### config.mk
export PLATFORM = sky130hd
export DESIGN_NAME = wts_channel_mixer
export DESIGN_NICKNAME = d
export VERILOG_FILES = /design/src/rtl/wts_channel_mixer.sv
export SDC_FILE = /design/constraint.sdc
export NUM_CORES = 1
export LEC_CHECK = 0
export CORE_MARGIN = 10
export CORE_UTILIZATION = 35
export CTS_CLUSTER_SIZE = 14
export DETAILED_ROUTE_END_ITERATION = 6
export PLACE_DENSITY_LB_ADDON = 0.3
export SLEW_MARGIN = 10
export SYNTH_ARGS = -nofsm -noshare
export SYNTH_HDL_FRONTEND = slang
export SYNTH_SLANG_ARGS = --single-unit
### constraint.sdc
create_clock -name clk -period 7 [get_ports clk]
set_input_delay 0.7 -clock clk [delete_from_list [all_inputs] [get_ports clk]]
set_output_delay 0.7 -clock clk [all_outputs]
set_load 0.05 [all_outputs]
### src/rtl/wts_channel_mixer.sv
// Wave-table channel mixer: walks each channel once per sample period and
// accumulates volume-scaled wave RAM samples into one signed mixed sample.
module wts_channel_mixer #(
    parameter int CHANNELS = 5
) (
    input  logic        clk,
    input  logic        reset,
    input  logic        mix_start,
    output logic [2:0]  ch_sel,
    input  logic [6:0]  ch_wave_address,
    input  logic [3:0]  ch_volume,
    input  logic        ch_enable,
    output logic        ram_rd,
    output logic [9:0]  ram_address,
    input  logic [7:0]  ram_rdata,
    output logic [10:0] mix_out,
    output logic        mix_valid,
    output logic        busy
);

    typedef enum logic [1:0] {
        IDLE,
        READ,
        MAC
    } state_t;

    localparam logic [2:0] LAST_CH = 3'(CHANNELS - 1);

    state_t             r_state;
    state_t             w_next;
    logic [2:0]         r_ch_sel;
    logic signed [14:0] r_acc;
    logic [10:0]        r_mix_out;
    logic               r_mix_valid;

    logic signed [11:0] w_prod;
    logic signed [11:0] w_term;
    logic signed [14:0] w_sum;
    logic               w_last;

    // Volume is unsigned, so it is widened with a zero before the signed multiply.
    assign w_prod = $signed(ram_rdata) * $signed({1'b0, ch_volume});
    assign w_term = ch_enable ? w_prod : 12'sd0;
    assign w_sum  = r_acc + {{3{w_term[11]}}, w_term};
    assign w_last = (r_ch_sel >= LAST_CH);

    always_comb begin
        w_next = r_state;
        case (r_state)
            IDLE:    if (mix_start) w_next = READ;
            READ:    w_next = MAC;
            MAC:     w_next = w_last ? IDLE : READ;
            default: w_next = IDLE;
        endcase
    end

    always_ff @(posedge clk or posedge reset) begin
        if (reset) begin
            r_state     <= IDLE;
            r_ch_sel    <= 3'd0;
            r_acc       <= 15'sd0;
            r_mix_out   <= 11'd0;
            r_mix_valid <= 1'b0;
        end else begin
            r_state     <= w_next;
            r_mix_valid <= 1'b0;
            case (r_state)
                IDLE: begin
                    if (mix_start) begin
                        r_acc    <= 15'sd0;
                        r_ch_sel <= 3'd0;
                    end
                end
                MAC: begin
                    if (!w_last) begin
                        r_acc    <= w_sum;
                        r_ch_sel <= r_ch_sel + 3'd1;
                    end else begin
                        // Arithmetic shift by 4: keep bits [14:4] of the sum.
                        r_mix_out   <= w_sum[14:4];
                        r_mix_valid <= 1'b1;
                        r_ch_sel    <= 3'd0;
                    end
                end
                default: ;
            endcase
        end
    end

    assign ch_sel      = r_ch_sel;
    assign ram_rd      = (r_state == READ);
    assign ram_address = {r_ch_sel, ch_wave_address};
    assign busy        = (r_state != IDLE);
    assign mix_out     = r_mix_out;
    assign mix_valid   = r_mix_valid;

endmodule

==> metrics.csv, run 1 <==
stage,metric,value,unit
clock_network,clock tree buffer depth,2,
synthesis,"Distinct cells, synth",51,
finish,synthesis-to-finish area growth,15.33,%
min_path,hold worst-path end,mix_out[8],
run,Max Cap Viol,0,
clock_network,Sinks on Clock Net,32,
synthesis,post-synthesis sequential area ratio,0.2497,
global_route,first-pass GRT wire length,11480,um
route,vias per cell,4.877,
global_route,All-Layer GR Usage,0.1016,
synthesis,Synth Register Bits,32,
global_route,largest net degree at the start of global routing,33,
critical_path,critical path endpoint category,flop,
clock_network,post-cts sizing count,0,
synthesis,Area contributors post-synth,"dfrtp_1 (25%), ha_1 (14%), fa_1 (11%)",
die,die area,0.01339,mm2
critical_path,"Req. time, crit path",7.17,ns
die,Starting Density,0.3642,
pwr,Max VDD drop,0.1447,mV
critical_path,Critical Path Start Type,primary input,
synthesis,top-count cell post-synth,nand2_1,
timing,Max Fclk,171.0,MHz
min_path,worst hold path type,reg2reg,
critical_path,CP Class,in2reg,
pwr,pwr/cell area,351.0,mW/mm2
place,Final GP Congestion,0.8792,
die,core box area,0.008806,mm2
finish,Filler Cell Count,885,
route,routed wire length,6428,um
clock_network,hold_buf cts,0,
synthesis,Synth Instances,359,
route,remaining antenna violation count after routing,0,
critical_path,Reg-to-Reg Start,r_acc[0],
synthesis,ys async rst share,1.000,
critical_path,worst reg-to-reg setup slack,4.35,ns
die,Top-Level Pins,50,
route,routed wire length per instance,12.96,um
critical_path,worst path buffer plus inverter count,3,
place,dpl hpwl,5335,um
critical_path,"critical path fanouts, max",8,
timing,Tcrit/Tclk final,0.8356,
pwr,clock network fraction of design power,0.119,
synthesis,Post-synth top flop,dfrtp_1,
timing,Pins Over Slew Limit,0,
clock_network,CTS tree,done,
finish,diode count,0,
route,DRC,0,
finish,share of layout cells above drive strength 1,0.07732,
pwr,Flop pwr share,0.245,
critical_path,R2R cell count,8,
timing,Final Skew,0.004190,ns
finish,Final nets,465,
critical_path,CP top delay family,adder cells,
die,die width,115.7,um
critical_path,"slowest stage delay, CP",0.54,ns
critical_path,crit-path cells,clkdlybuf4s50_1 -> and2_1 -> ha_1 -> inv_1 -> fa_1 -> fa_1 -> inv_1 -> ha_1 -> a21o_1 -> a21oi_1 -> nor2b_1 -> o21a_1 -> o41a_1 -> xnor2_1 -> nor2_1 -> ha_1 -> a21o_1 -> a21oi_1 -> o2111ai_1 -> nand3_1 -> xnor3_1 -> mux2_2,
clock_network,Num CTS Buffers,5,
timing,min Tclk post-route,5.849,ns
synthesis,Synthesized Nets,436,
clock_network,later-pin clock latency in the skew report,0.28,ns
timing,Final TNS setup,0,ns
pwr,NetSw,0.6295,mW
global_route,number of global-route vias before repair,2524,
place,port buffer count,35,
route,vias post-DR,2419,
pwr,Internal,0.6688,mW
timing,worst slew pin tran,0.5672,ns
clock_network,postcts setup bufs,0,
critical_path,FF-to-FF End,mix_out[10],
finish,fin area,0.003699,mm2
synthesis,post-synth top area cell,dfrtp_1,
synthesis,mean post-synth cell area,8.933,um2
synthesis,yosys warns,0,
place,Post-DP Area,0.003602,mm2
clock_network,H-tree levels,2,
timing,Slew Limit Headroom,0.6219,
timing,endpoints failing setup,0,
pwr,switching part of the total power,0.4849,
critical_path,CP max-delay cell,fa_1,
timing,Final Hold Viols,0,
min_path,hold depth,2,
status,status,"complete, no violations",
synthesis,Post-Syn Area,0.003207,mm2
synthesis,Yosys top cell area share,0.2497,
die,row cnt,34,
critical_path,"most used cell, CP",ha_1,
global_route,global route total overflow,0,
route,TritonRoute pass-1 iters,4,
clock_network,Worst-path clk slew,0.07,ns
synthesis,Synth top cells by count,"nand2_1 (41), inv_1 (40), ha_1 (37)",
pwr,power share of the combinational group,0.636,
pwr,Pleak,1.845,nW
min_path,Hold Startpoint,mix_out[8],
critical_path,Worst EP arrival,6.02,ns
die,die height,115.7,um
route,drt initial violations,109,
global_route,initial antenna violation count,0,
timing,RSZ-0062 raised after global routing,false,
synthesis,Post-synth EDFFs,0,
clock_network,CTS Root Cell,clkbuf_8,
==> stage by stage <==
step	hold WS (ns)	util	power, mW	setup slack, ns	std cells
after floorplan	0.4546	-	0.9522	1.781	359
after global routing	0.5085	0.4200	1.418	0.8788	496
after global placement	0.4596	0.4091	1.137	1.073	489
final	0.4797	0.4200	1.298	1.151	496
after CTS	0.4840	0.4200	1.309	1.185	496
after detailed placement	0.4690	0.4091	1.151	0.8892	489
==> cell usage in the layout, fill, tap and decap left out, types with 2 or more instances in the layout <==
| cell | instances |
|---|---|
| and2_1 | 21 |
| xnor2_2 | 2 |
| nor3_1 | 4 |
| nor2_1 | 15 |
| a211oi_1 | 2 |
| o21bai_1 | 5 |
| xor2_1 | 7 |
| fa_1 | 17 |
| o21ai_0 | 19 |
| a22o_1 | 8 |
| xnor2_1 | 10 |
| or2_2 | 3 |
| nand2_1 | 41 |
| o21ai_1 | 2 |
| nand3b_1 | 2 |
| a21oi_1 | 20 |
| clkbuf_8 | 7 |
| clkdlybuf4s50_1 | 35 |
| dfrtp_1 | 32 |
| and2_2 | 6 |
| nand2b_1 | 2 |
| a21o_1 | 9 |
| inv_1 | 40 |
| clkinv_1 | 2 |
| nand3_1 | 5 |
| mux2_2 | 4 |
| nor2b_1 | 5 |
| o21a_1 | 3 |
| ha_1 | 37 |
| nand4_1 | 2 |
==> cells by family (layout without fill, tap and decap cells) <==
kind of cell,Yosys count,in the layout,share of synthesized area
fa+ha+maj,54,54,0.2505
mux,4,4,0.01405
flops,32,32,0.2497
compound gates,78,78,0.1592
xor+xnor,20,20,0.06360
buf+inv,56,85,0.07959
simple gates,115,115,0.1834
==> flip-flops by register name (all words and copies together), names as in the netlist <==
name and cells:
mix_out 11, mix_valid 1, r_acc 15, ch_sel 3, r_state 2
==> worst register-to-register path, stage by stage (launching register included) <==
cell and delay, ns:
dfrtp_1 0.39, ha_1 0.23, fa_1 0.43, a211oi_1 0.39, o21a_1 0.23, o2111ai_1 0.12
nand3_1 0.16, xnor3_1 0.33, mux2_2 0.27
==> worst max-delay path by stage <==
stage            startpoint          end  slack, ns  cells after the start
4_1_cts        ch_volume[2]  mix_out[10]       1.19                     22
2_1_floorplan  ram_rdata[2]  mix_out[10]       1.78                     21
6_report       ch_volume[2]  mix_out[10]       1.15                     22
3_5_place_dp   ch_volume[2]  mix_out[10]       0.89                     22
5_1_grt        ch_volume[2]    r_acc[14]       0.88                     23
3_3_place_gp   ch_volume[2]  mix_out[10]       1.07                     22
==> layer usage <==
metal  share of wire  vias to the layer above  track usage
met5               0                        -            0
met4           0.012                        0      0.03003
met3           0.051                       10      0.01964
met2            0.44                       47       0.1667
met1            0.50                     1110       0.1328
li1                -                     1252            -
==> layout make-up <==
type | instances | area [um2] | area share
Timing Repair Buffer | 36 | 357.8 | 0.09675
Multi-Input combinational cell | 271 | 2151 | 0.5815
Tap cell | 108 | 135.1 | 0.03654
Sequential cell | 32 | 800.8 | 0.2165
Clock buffer | 7 | 96.34 | 0.02605
Inverter | 42 | 157.7 | 0.04263
==> power by group through the flow <==
stage | Combinational [mW] | Sequential (mW) | Clock, mW
final | 0.826 | 0.318 | 0.154
after global routing | 0.923 | 0.329 | 0.166
after CTS | 0.832 | 0.319 | 0.158
after detailed placement | 0.831 | 0.320 | 0
after global placement | 0.818 | 0.319 | 0
after floorplan | 0.510 | 0.443 | 0
Power figures use the tool's default switching activity.
==> inputs of run 2 (changes only) <==
==> constraint.sdc (replaced) <==
create_clock -name clk -period 5.55 [get_ports clk]
set_input_delay 0.555 -clock clk [delete_from_list [all_inputs] [get_ports clk]]
set_output_delay 0.555 -clock clk [all_outputs]
set_load 0.05 [all_outputs]
==> run 2 against run 1 <==
- cell count is 4.6% higher
- combinational power up 36%
- sequential share of layout area down 1.2 points
- critical path type unchanged
- final area rose by 5.6%
- sequential power increased by 27%
- flip-flop and latch count did not move
- largest power group unchanged
- count of clock-buffer cells in the layout is the same
- first-iteration DRC count down 15%
- wire length is 3.2% higher
==> metrics.csv, run 2 (synthesis gave the netlist of run 1 again) <==
stage,metric,value,unit
finish,"commonest non-fill, non-tap cell in the layout",nand2_1,
global_route,global route total overflow,0,
critical_path,worst reg-to-reg setup slack,2.87,ns
die,Starting Density,0.3642,
finish,Biggest register,r_acc,
die,core box area,0.008806,mm2
timing,Slew Limit Headroom,0.6188,
pwr,Pleak,1.990,nW
die,die height,115.7,um
die,Top-Level Pins,50,
global_route,number of global-route vias before repair,2593,
clock_network,CTS tree,done,
timing,min Tclk post-route,5.248,ns
critical_path,CP Class,in2reg,
place,dpl hpwl,5535,um
clock_network,H-tree levels,2,
finish,fin area,0.003906,mm2
critical_path,"critical path fanouts, max",5,
finish,synthesis-to-finish area growth,21.81,%
route,DRC,0,
critical_path,critical path endpoint category,flop,
finish,Final nets,488,
route,remaining antenna violation count after routing,0,
finish,share of layout cells above drive strength 1,0.1460,
critical_path,Setup crit end,r_acc[14],
clock_network,later-pin clock latency in the skew report,0.28,ns
finish,"commonest non-fill, non-tap cells in the layout","nand2_1 (41), inv_1 (40), ha_1 (37)",
place,Post-DP Area,0.003767,mm2
die,row cnt,34,
status,status,"complete, no violations",
min_path,worst hold path type,reg2reg,
timing,Pins Over Slew Limit,0,
clock_network,hold_buf cts,0,
critical_path,Worst EP arrival,5.46,ns
timing,hold_ws,0.4765,ns
place,Placement Setup Slack,-0.1422,ns
clock_network,clock tree buffer depth,2,
route,vias post-DR,2510,
clock_network,Worst-path clk slew,0.06,ns
timing,Final TNS setup,0,ns
clock_network,CTS Root Cell,clkbuf_8,
timing,Tcrit/Tclk final,0.9455,
timing,Max Fclk,190.6,MHz
finish,diode count,0,
pwr,pwr/cell area,438.5,mW/mm2
critical_path,"Req. time, crit path",5.76,ns
pwr,Power Total,1.713,mW
place,port buffer count,35,
critical_path,crit path from,ram_rdata[3],
timing,Final Hold Viols,0,
route,drt initial violations,93,
critical_path,FF-to-FF End,r_acc[14],
timing,Final Skew,0.001424,ns
run,Max Cap Viol,0,
critical_path,R2R cell count,9,
global_route,initial antenna violation count,0,
global_route,first-pass GRT wire length,11620,um
route,vias per cell,4.836,
die,die area,0.01339,mm2
critical_path,Reg-to-Reg Start,r_acc[0],
timing,worst slew pin tran,0.5718,ns
timing,Final Worst Setup Slack,0.3023,ns
global_route,largest net degree at the start of global routing,33,
finish,flip-flop count of the largest register after layout,15,
clock_network,Sinks on Clock Net,32,
die,die width,115.7,um
timing,RSZ-0062 raised after global routing,false,
clock_network,Num CTS Buffers,5,
route,routed wire length per instance,12.79,um
timing,endpoints failing setup,0,
route,routed wire length,6636,um
place,Final GP Congestion,0.8907,
pwr,Max VDD drop,0.1574,mV
route,TritonRoute pass-1 iters,4,
global_route,All-Layer GR Usage,0.1047,
critical_path,Critical Path Start Type,primary input,
run 2: cell types whose count changed in the layout (fill, tap and decap cells not counted), sizes merged:
cell           previous run  this run
clkdlybuf4s50            35        31
dlymetal6s2s              0         4
buf                       1        24
run 2: worst max-delay path, cell delays in order:
cell             delay (ns)
clkdlybuf4s50_1        0.43
and2_1                 0.17
ha_1                   0.31
fa_1                   0.54
inv_1                  0.05
fa_1                   0.52
inv_1                  0.04
ha_1                   0.33
o21ai_2                0.08
o21bai_1               0.18
buf_4                  0.15
nand4_1                0.15
a21oi_2                0.21
nor3_1                 0.07
buf_4                  0.16
ha_1                   0.39
nand3_1                0.14
nand3_1                0.11
nand3_1                0.09
buf_4                  0.15
o31a_1                 0.11
or4_1                  0.42
o211ai_2               0.09
run 2: cell type report:
class                      instances  area (um2)
multi-input combinational        271        2176
timing repair buffer              59       540.5
clock buffer                       7       96.34
inverter                          42       157.7
sequential                        32       800.8
tap                              108       135.1
fill                             887        4900
run 2: how the worst min path moves through the flow:
stage	startpoint	end	slack, ns	depth (start not counted)
detailed placement	mix_out[5]	mix_out[5]	0.47	2
floorplan	r_acc[12]	r_acc[12]	0.45	2
CTS	mix_out[5]	mix_out[5]	0.48	2
global placement	mix_out[2]	mix_out[2]	0.46	2
global route	mix_out[2]	mix_out[2]	0.51	2
finish	mix_out[3]	mix_out[3]	0.48	2
run 2: power breakdown:
part           internal, mW  switching [mW]
Combinational         0.458           0.658
Sequential            0.331          0.0719
Clock                 0.110          0.0839
run 2: metrics by stage:
stage	std cells	util
6_report	519	0.4436
5_1_grt	519	0.4436
4_1_cts	518	0.4388
2_1_floorplan	359	-
3_3_place_gp	511	0.4278
3_5_place_dp	511	0.4278
run 2: layer usage:
layer,part of all wire,up-vias,track usage
met5,0,-,0
met4,0.020,0,0.03837
met3,0.052,12,0.02274
met2,0.44,47,0.1697
met1,0.49,1155,0.1342
li1,-,1296,-
run 2: what timing repair did:
item	in CTS	in global routing
hold endpoints to repair	0	0
buffers inserted	0	1
resized for setup	0	12
setup endpoints to repair	0	5
==> inputs of run 3 (changes only) <==
--- a/config.mk
+++ b/config.mk
@@ -9,6 +9,7 @@
 export CORE_UTILIZATION = 35
 export CTS_CLUSTER_SIZE = 14
 export DETAILED_ROUTE_END_ITERATION = 6
+export DONT_BUFFER_PORTS = 1
 export PLACE_DENSITY_LB_ADDON = 0.3
 export SLEW_MARGIN = 10
 export SYNTH_ARGS = -nofsm -noshare
==> run 3 against run 2 <==
- register-to-register slack better by 0.03 ns
- worst hold slack worse by 0.26 ns
- cell count is 11% lower
- sequential power is 49% higher
- count of clock-buffer cells in the layout is 1 higher
- clock skew is 0.0089 ns higher
- die area stayed put
- fmax is 4.3% higher
- total power is 13% lower
- critical path type unchanged
- critical path depth is 2 lower
==> metrics.csv, run 3 (synthesis gave the netlist of run 1 again) <==
stage,metric,value,unit
status,status,"complete, no violations",
route,vias per cell,4.922,
critical_path,FF-to-FF End,mix_out[10],
critical_path,CP max-delay cell,fa_1,
die,die area,0.01339,mm2
clock_network,clock tree buffer depth,2,
critical_path,worst reg-to-reg setup slack,2.90,ns
die,row cnt,34,
clock_network,post-cts sizing count,0,
finish,share of layout cells above drive strength 1,0.08451,
clock_network,Sinks on Clock Net,32,
timing,worst slew pin tran,0.9843,ns
place,port buffer count,0,
die,die height,115.7,um
timing,Slew Limit Headroom,0.3438,
timing,Tcrit/Tclk final,0.9062,
critical_path,critical path endpoint category,flop,
finish,flip-flop count of the largest register after layout,15,
timing,min Tclk post-route,5.029,ns
finish,"commonest non-fill, non-tap cells in the layout","nand2_1 (41), inv_1 (40), ha_1 (37)",
critical_path,Critical Path Start Type,primary input,
finish,diode count,0,
critical_path,"most used cell, CP",ha_1,
finish,Final nets,431,
die,core box area,0.008806,mm2
min_path,worst hold path type,in2async,
finish,synthesis-to-finish area growth,4.448,%
critical_path,crit-path cells,and2_1 -> ha_1 -> inv_1 -> fa_1 -> fa_1 -> inv_1 -> ha_1 -> a21o_1 -> a21oi_1 -> nor2b_1 -> o21a_1 -> o41a_1 -> xnor2_1 -> nor2_1 -> ha_1 -> a21o_1 -> a21oi_1 -> o2111ai_1 -> nand3_1 -> xnor3_1 -> mux2_2,
die,Starting Density,0.3642,
clock_network,H-tree levels,2,
critical_path,"critical path fanouts, max",5,
critical_path,Worst EP arrival,5.20,ns
route,routed wire length per instance,13.36,um
timing,hold_ws,0.2182,ns
pwr,Pleak,1.711,nW
route,drt initial violations,90,
global_route,number of global-route vias before repair,2361,
finish,Post-Route Utilization,0.3804,
clock_network,Worst-path clk slew,0.06,ns
route,DRC,0,
timing,endpoints failing setup,0,
global_route,first-pass GRT wire length,11070,um
clock_network,postcts setup bufs,0,
critical_path,Reg-to-Reg Start,r_acc[0],
global_route,All-Layer GR Usage,0.1006,
timing,Final Hold Viols,0,
global_route,largest net degree at the start of global routing,18,
place,Final GP Congestion,0.9005,
finish,Biggest register,r_acc,
global_route,initial antenna violation count,0,
critical_path,crit path from,ram_rdata[1],
critical_path,CP Class,in2reg,
timing,Final Skew,0.01034,ns
clock_network,hold_buf cts,0,
pwr,Max VDD drop,0.1468,mV
route,vias post-DR,2279,
timing,Final TNS setup,0,ns
critical_path,"slowest stage delay, CP",0.54,ns
route,routed wire length,6185,um
clock_network,CTS tree,done,
timing,Pins Over Slew Limit,0,
critical_path,Setup crit end,mix_out[10],
die,die width,115.7,um
pwr,pwr/cell area,446.9,mW/mm2
run,Max Cap Viol,0,
pwr,Power Total,1.497,mW
timing,RSZ-0062 raised after global routing,false,
route,remaining antenna violation count after routing,0,
timing,Max Fclk,198.8,MHz
global_route,global route total overflow,0,
clock_network,later-pin clock latency in the skew report,0.29,ns
place,Post-DP Area,0.003259,mm2
critical_path,R2R cell count,8,
clock_network,CTS Root Cell,clkbuf_8,
finish,fin area,0.003349,mm2
route,TritonRoute pass-1 iters,4,
clock_network,Num CTS Buffers,5,
place,dpl hpwl,5184,um
finish,"commonest non-fill, non-tap cell in the layout",nand2_1,
die,Top-Level Pins,50,
critical_path,"Req. time, crit path",5.72,ns
## run 3: final cells by class
type	count	area [um2]
clock buffers	8	90.09
fillers	904	5456
inverters	42	157.7
multi-input cells	271	2151
flip-flops and latches	32	800.8
well taps	108	135.1
repair buffers	2	15.01
## run 3: worst min path at each step
stage          startpoint    endpoint  slack (ns)
2_1_floorplan   r_acc[12]   r_acc[12]        0.45
5_1_grt             reset  mix_out[9]        0.26
6_report            reset   mix_valid        0.22
4_1_cts             reset   mix_valid        0.24
3_5_place_dp     r_acc[3]    r_acc[3]        0.49
3_3_place_gp    r_acc[13]   r_acc[13]        0.48
## run 3: routing by layer
metal	GRT usage	up-vias	routed length (um)
met5	0	-	0
met4	0.03503	0	87
met3	0.03256	8	463
met2	0.1537	50	2550
met1	0.1308	1033	3083
li1	-	1188	-
## run 3: power breakdown
group,switching [mW],internal [mW],total (mW)
Combinational,0.416,0.295,0.711
Sequential,0.274,0.327,0.601
Clock,0.0837,0.101,0.185
## run 3: worst max-delay path: cells and delay by family
family | cells | cell delay [ns]
simple gates | 4 | 0.43
xor+xnor | 2 | 0.46
fa+ha+maj | 5 | 1.99
mux | 1 | 0.27
compound gates | 7 | 1.38
buf+inv | 2 | 0.09
## run 3: through the flow
| step | worst slack, ns | std cells |
|---|---|---|
| 2_1_floorplan | 0.4759 | 359 |
| 3_3_place_gp | 0.2904 | 455 |
| 3_5_place_dp | 0.1976 | 455 |
| 4_1_cts | 0.4949 | 463 |
| 5_1_grt | 0.1422 | 463 |
| 6_report | 0.5207 | 463 |
